[src/rtl/led_matrix_column_driver.sv]
// LED-matrix column driver: registered one-hot column enable and row pattern from a double-buffered frame.
// Optional inter-column blanking is enabled by defining LED_MATRIX_BLANKING_EN.
module led_matrix_column_driver #(
    parameter int COLS         = 5,
    parameter int ROWS         = 7,
    parameter int BLANK_CYCLES = 2
) (
    input  logic            clk,
    input  logic            reset_n,
    input  logic [2:0]      scan_idx,
    input  logic            wr_en,
    input  logic [2:0]      wr_col,
    input  logic [ROWS-1:0] wr_data,
    input  logic            commit,
    output logic            commit_pending,
    output logic            frame_done,
    output logic [COLS-1:0] col_en,
    output logic [ROWS-1:0] row_data
);

    if (COLS < 1 || COLS > 8 || BLANK_CYCLES < 1 || BLANK_CYCLES > 15) begin : g_bad_param
        $error("led_matrix_column_driver: COLS must be 1..8 and BLANK_CYCLES 1..15");
    end

    localparam logic [3:0] COLS_W   = 4'(COLS);
    localparam logic [2:0] LAST_COL = 3'(COLS - 1);

    logic [ROWS-1:0] bank0_q [COLS];
    logic [ROWS-1:0] bank0_d [COLS];
    logic [ROWS-1:0] bank1_q [COLS];
    logic [ROWS-1:0] bank1_d [COLS];
    logic            disp_sel_q, disp_sel_d;
    logic [2:0]      prev_idx_q, prev_idx_d;
    logic            commit_pending_q, commit_pending_d;
    logic            frame_done_q, frame_done_d;
    logic [COLS-1:0] col_en_q, col_en_d;
    logic [ROWS-1:0] row_data_q, row_data_d;

    logic            idx_valid;
    logic            wr_valid;
    logic            boundary;
    logic            swap;
    logic            rd_sel;
    logic [ROWS-1:0] rd_word;

`ifdef LED_MATRIX_BLANKING_EN
    logic [3:0] blank_cnt_q, blank_cnt_d;
`endif

    always_comb begin
        bank0_d          = bank0_q;
        bank1_d          = bank1_q;
        disp_sel_d       = disp_sel_q;
        commit_pending_d = commit_pending_q;
        col_en_d         = '0;
        row_data_d       = '0;
        rd_word          = '0;

        idx_valid = ({1'b0, scan_idx} < COLS_W);
        wr_valid  = wr_en && ({1'b0, wr_col} < COLS_W);
        boundary  = (prev_idx_q == LAST_COL) && (scan_idx == 3'd0);
        swap      = boundary && (commit_pending_q || commit);
        prev_idx_d   = scan_idx;
        frame_done_d = boundary;

        // The write always targets the pre-swap back bank.
        if (wr_valid) begin
            if (disp_sel_q) bank0_d[wr_col] = wr_data;
            else            bank1_d[wr_col] = wr_data;
        end

        if (swap) begin
            disp_sel_d       = ~disp_sel_q;
            commit_pending_d = 1'b0;
        end else if (commit) begin
            commit_pending_d = 1'b1;
        end

        // On a swap edge the output already reads the new display bank; forward a same-edge write into it.
        rd_sel = disp_sel_d;
        if (idx_valid) begin
            rd_word = rd_sel ? bank1_q[scan_idx] : bank0_q[scan_idx];
            if (wr_valid && (rd_sel != disp_sel_q) && (wr_col == scan_idx)) begin
                rd_word = wr_data;
            end
            col_en_d   = COLS'(1) << scan_idx;
            row_data_d = rd_word;
        end

`ifdef LED_MATRIX_BLANKING_EN
        blank_cnt_d = blank_cnt_q;
        if (idx_valid && (scan_idx != prev_idx_q)) begin
            blank_cnt_d = 4'(BLANK_CYCLES - 1);
            col_en_d    = '0;
        end else if (blank_cnt_q != 4'd0) begin
            blank_cnt_d = blank_cnt_q - 4'd1;
            col_en_d    = '0;
        end
`endif
    end

    always_ff @(posedge clk) begin
        if (!reset_n) begin
            for (int i = 0; i < COLS; i++) begin
                bank0_q[i] <= '0;
                bank1_q[i] <= '0;
            end
            disp_sel_q       <= 1'b0;
            prev_idx_q       <= 3'd0;
            commit_pending_q <= 1'b0;
            frame_done_q     <= 1'b0;
            col_en_q         <= '0;
            row_data_q       <= '0;
        end else begin
            bank0_q          <= bank0_d;
            bank1_q          <= bank1_d;
            disp_sel_q       <= disp_sel_d;
            prev_idx_q       <= prev_idx_d;
            commit_pending_q <= commit_pending_d;
            frame_done_q     <= frame_done_d;
            col_en_q         <= col_en_d;
            row_data_q       <= row_data_d;
        end
    end

`ifdef LED_MATRIX_BLANKING_EN
    always_ff @(posedge clk) begin
        if (!reset_n) blank_cnt_q <= 4'd0;
        else          blank_cnt_q <= blank_cnt_d;
    end
`endif

    assign commit_pending = commit_pending_q;
    assign frame_done     = frame_done_q;
    assign col_en         = col_en_q;
    assign row_data       = row_data_q;

endmodule

[config.mk]
export PLATFORM = sky130hd
export DESIGN_NAME = led_matrix_column_driver
export DESIGN_NICKNAME = d
export VERILOG_FILES = /design/src/rtl/led_matrix_column_driver.sv
export SDC_FILE = /design/constraint.sdc
export NUM_CORES = 1
export LEC_CHECK = 0
export BUFFER_PORTS_ARGS = -buffer_cell sky130_fd_sc_hd__buf_4
export CAP_MARGIN = 0
export CORE_ASPECT_RATIO = 0.7
export CORE_MARGIN = 2
export CORE_UTILIZATION = 60
export DETAILED_ROUTE_END_ITERATION = 10
export PLACE_DENSITY = 0.8
export SYNTH_ARGS = -nofsm -noshare
export SYNTH_HDL_FRONTEND = slang
export SYNTH_SLANG_ARGS = --single-unit
[constraint.sdc]
create_clock -name clk -period 2.2 [get_ports clk]
set_input_delay 0.22 -clock clk [delete_from_list [all_inputs] [get_ports clk]]
set_output_delay 0.22 -clock clk [all_outputs]
set_load 0.02 [all_outputs]
=== Word level (Yosys, flattened, before mapping) ===
Index checks and enable logic that the tools add are counted.

* Bits of input ports: 17
* Bits in registers: 88
* Output and inout bits: 14
* Word-level logic and storage cells: 54

* Bitwise logic cells: 4
* Multiplexer cells: 13
* $lt $le $gt $ge: 5
* Shifts and indexed selects: 1
* Eq/ne operators: 3
* Reductions and logical operators: 12

{| class="wikitable"
|+ Operators by type and width
! operator !! count
|-
| 35-bit bitwise mux || 2
|-
| 7-bit two-way mux || 7
|-
| 7-bit binary-select mux with 3-bit select || 2
|-
| 7-bit demux with 3-bit select || 1
|-
| 4-bit >= comparator, second input constant || 2
|-
| 3-bit NOT with 4-bit output || 2
|-
| 1-bit logical AND || 6
|-
| 3-bit less-than comparator, second input constant || 2
|-
| 2-bit AND reduction || 3
|-
| 1-bit by 3-bit << shifter with 5-bit output, first input constant || 1
|-
| 4-bit by 1-bit less-than comparator with 1-bit output, second input constant || 1
|-
| 3-bit == test || 1
|-
| 3-bit == test, second input constant || 1
|-
| 3-bit logical NOT || 1
|-
| 1-bit NOT || 2
|-
| 2-bit OR reduction || 1
|-
| 1-bit logical OR || 1
|-
| 1-bit two-way mux || 1
|-
| 1-bit inequality test || 1
|}

=== Depth between registers and ports, before layout ===
* Depth in word-level cells: 8
* Mapped depth: 7
* Mapped depth without buffers: 5

=== Least setup slack after synthesis ===
Ideal clock, no wire load.

* Path type: register to register
* Start point: reg prev_idx_q[1]
* End point: reg row_data_q[0] (netlist: row_data[0])
* Stages on the path, launching flop included: 6
* Arrival time: 1.526 ns
* Path slack: 0.604 ns
* Data required time: 2.130 ns
* Period minus slack after synthesis: 1.596 ns
* Cells stage by stage: dfxtp_1 nor3b_1 o211ai_2 xnor2_4 mux2_2 a21oi_1

* Cells in the longest elaborated chain, start to end: 8
* Elaborated cells between the ends (all ways): 9
* Classes of those cells: eq/ne: 2; mux: 3; reduce/logical: 4

{| class="wikitable"
|+ Ends and longest elaborated chain
! element !! line !! text
|-
| start, declared || 33 || <nowiki>logic [2:0] prev_idx_q, prev_idx_d;</nowiki>
|-
| start signal, assigned || 118 || <nowiki>prev_idx_q <= prev_idx_d;</nowiki>
|-
| 3-bit == test * || 61 || <nowiki>boundary = (prev_idx_q == LAST_COL) && (scan_idx == 3'd0);</nowiki>
|-
| 1-bit logical AND * || 61 ||
|-
| 1-bit logical AND * || 62 || <nowiki>swap = boundary && (commit_pending_q || commit);</nowiki>
|-
| 1-bit two-way mux * || 72 || <nowiki>if (swap) begin</nowiki>
|-
| 1-bit inequality test || 83 || <nowiki>if (wr_valid && (rd_sel != disp_sel_q) && (wr_col == scan_idx)) begin</nowiki>
|-
| 1-bit logical AND (2 in series) || 83 ||
|-
| 7-bit two-way mux * || 83 ||
|-
| end signal, assigned || 122 || <nowiki>row_data_q <= row_data_d;</nowiki>
|-
| end, declared || 37 || <nowiki>logic [ROWS-1:0] row_data_q, row_data_d;</nowiki>
|}

Mark *: on every way between the ends. The rest lies on a longest branch, timed or not.
A chain may end at the register's enable or synchronous reset.

=== Worst setup path after layout ===
* Start point: reg prev_idx_q[2]
* End point: reg row_data_q[3] (netlist: row_data[3])

The elaborated chain is that of the path after synthesis.

==> metrics.md <==
| Metric | Value |
|---|---|
| Worst vdd ir | 0.423 mV |
| Routability cong. | 0.909 |
| Initial antenna violation count | 0 |
| Seq/Total Area, Yosys | 42.2% |
| WL/cell | 17.0 um |
| H-tree depth | 3 |
| Fraction of layout cells with a size suffix above 1 | 14.7% |
| Fin. Hold Viols | 0 |
| Clk sink count | 88 |
| Fmax | 519 MHz |
| Yosys warning total | 0 |
| Critical path fanouts, max | 8 |
| Final hold slack | 0.177 ns |
| Setup_tns | 0 ns |
| Placed cell area | 0.00440 sq mm |
| Critical path class | reg2reg |
| Syn_nets | 466 |
| RSZ-0062 raised after global routing | no |
| Initial core utilization | 61.8% |
| Layout area overhead | 10.6% |
| Initial DRC Count | 171 |
| Most frequent cells in the layout | dfxtp_1, mux2i_1, nor2b_1 |
| Port buffer count | 30 |
| CP max-delay cell | nor3b_1 |
| Post-route ant nets | 0 |
| Die Ht | 73.8 um |
| Core area | 0.00676 sq mm |
| Register-to-register setup slack | 0.27 ns |
| Grt total ovfl | 0 |
| Postcts setup bufs | 0 |
| Synth Register Bits | 88 |
| Most common library cell in the layout ignoring fill and taps | dfxtp_1 |
| Final instance area | 0.00462 sq mm |
| Total CTS buffers | 9 |
| DR vias | 3,096 |
| # nets final | 476 |
| Ys async rst share | 0% |
| First-pass GRT wire length | 15,100 um |
| Cells after synthesis | 449 |
| Routed vias/inst | 5.55 |
| Final core utilization | 68.4% |
| CP peak stage delay | 0.39 ns |
| Reg clk slew, reported paths | 0.09 ns |
| Crit path capture | row_data[3] |
| Pre-CTS WS | 0.358 ns |
| DP Wirelength | 6360 um |
| Synth unique cells | 35 |
| Post-Synthesis Cell Area | 0.00418 sq mm |
| Hold Path Class | in2reg |
| Max cap viols | 0 |
| Rel. slew slack | 57.7% |
| Worst R2R End | row_data[3] |
| Mapped Avg Cell Area | 9.30 sq um |
| Slew @ Worst Pin | 0.634 ns |
| Drt first pass iters | 4 |
| CTS tree | yes |
| # DRC | 0 |
| Setup crit start | prev_idx_q[2] |
| Vias in the first global route | 2,889 |
| Final worst slack | 0.272 ns |
| CP Capture Type | flop |
| Top_reg_cell synth | dfxtp_1 |
| Routed wire length | 9510 um |
| Full die area | 0.00765 sq mm |
| P_leak | 1.80 nW |
| # hold bufs at CTS | 0 |
| Clk buf depth | 2 |
| Post-cts sizing count | 0 |
| Final period util | 87.6% |
| Minimum clock period | 1.93 ns |
| R2R depth | 5 |
| Cell Chain, Critical Path | nor3b_1 > o211ai_2 > xnor2_4 > mux2_2 > a21oi_1 |
| Outcome | finished clean |
| Root Driver | clkbuf_8 |
| Ant. Diodes | 0 |
| Endpoints failing setup | 0 |
| Largest net degree at the start of global routing | 42 |
| Number of I/O pins | 31 |
| Fin. max-slew vios | 0 |
| Count of flip-flops with a built-in enable after synthesis | 0 |
| CP Data Required Time | 2.49 ns |
| Cell Pwr Density | 687 mW/mm^2 |
| Setup Skew | 0.00453 ns |
| Crit start category | flop |
| Worst R2R Start | prev_idx_q[2] |
| Clk Latency, worst-skew pair | 0.36 ns |
| Chip Width | 104 um |
| # rows | 25 |
| Data arrival time of the worst path | 2.22 ns |
| Total GRT Usage | 26.0% |
synth_stat cells (all sizes together) (2+ instances only):
cell type / n / area [sq um]
nor3b: 5 / 42.5
nor2b: 63 / 394
nand2b: 15 / 93.8
nor2: 19 / 76.3
nand3b: 2 / 15.0
a21oi: 36 / 184
o21ai: 16 / 83.8
dfxtp: 88 / 1760
mux2i: 77 / 771
nor3: 18 / 118
clkbuf: 29 / 109
nand3: 3 / 15.0
a21boi: 7 / 52.6
and2: 6 / 37.5
o22ai: 14 / 87.6
mux2: 7 / 78.8
or3: 2 / 12.5
xnor2: 2 / 36.3
nand2: 12 / 45.0
inv: 14 / 52.6
buf: 9 / 63.8
layout make-up:
cell class | instances | area (sq um)
repair buffers | 37 | 278
clock buffers | 12 | 145
clock inverters | 4 | 76.3
inverters | 14 | 52.6
fillers | 562 | 2140
well taps | 94 | 118
flip-flops and latches | 88 | 1760
multi-input cells | 309 | 2190
power breakdown:
group / switching, W / total, W / internal, W
clock: 0.000576 / 0.00125 / 0.000676
sequential: 0.0000126 / 0.00163 / 0.00162
combinational: 0.000171 / 0.000292 / 0.000121
total: 0.000759 / 0.00317 / 0.00241
worst max-delay path: cells and delay by family (launching register included):
kind	cells	cell delay, ns
xor gates and xnor gates	1	0.34
and+or+nand+nor	1	0.39
AOI/OAI and AO/OA	2	0.42
DFF	1	0.32
muxes	1	0.38
per-layer routing:
layer  vias to the layer above  global-route usage, %  routed length (um)
met4                         0                   9.46                 127
met5                         -                      0                   0
met3                        14                   5.86                 523
met2                        77                   43.0                4420
met1                      1466                   33.9                4440
li1                       1539                      -                   -
state kept, by name (all words and copies together), names as in the netlist:
signal and count:
row_data 7, frame_done 1, col_en 5, prev_idx_q 3, commit_pending 1, bank1_q 35, bank0_q 35, disp_sel_q 1
per-stage QoR:
step / instances / power, W
2_1_floorplan: 449 / 0.00187
3_3_place_gp: 542 / 0.00195
3_5_place_dp: 542 / 0.00195
4_1_cts: 558 / 0.00318
5_1_grt: 558 / 0.00326
6_report: 558 / 0.00317
kinds of logic (layout without fill, tap and decap cells):
kind of cell              count (synthesis)  after routing  synth area share [%]
xor gates and xnor gates                  3              3                  1.08
muxes                                    84             84                  20.3
and+or+nand+nor                         147            147                  20.7
buffers and inverters                    52             67                  5.39
DFF                                      88             88                  42.2
AOI/OAI and AO/OA                        75             75                  10.3
worst min-delay path by stage:
stage,slack (ns),end,from,cells after the start
after floorplan,0.36,prev_idx_q[1],reset_n,1
after global placement,0.47,bank1_q[1],bank1_q[1],2
after detailed placement,0.48,bank1_q[4],bank1_q[4],2
after CTS,0.16,commit_pending,commit,3
after global routing,0.18,col_en[2],scan_idx[2],2
final,0.18,commit_pending,commit,3
(Power assumes the default switching activity.)
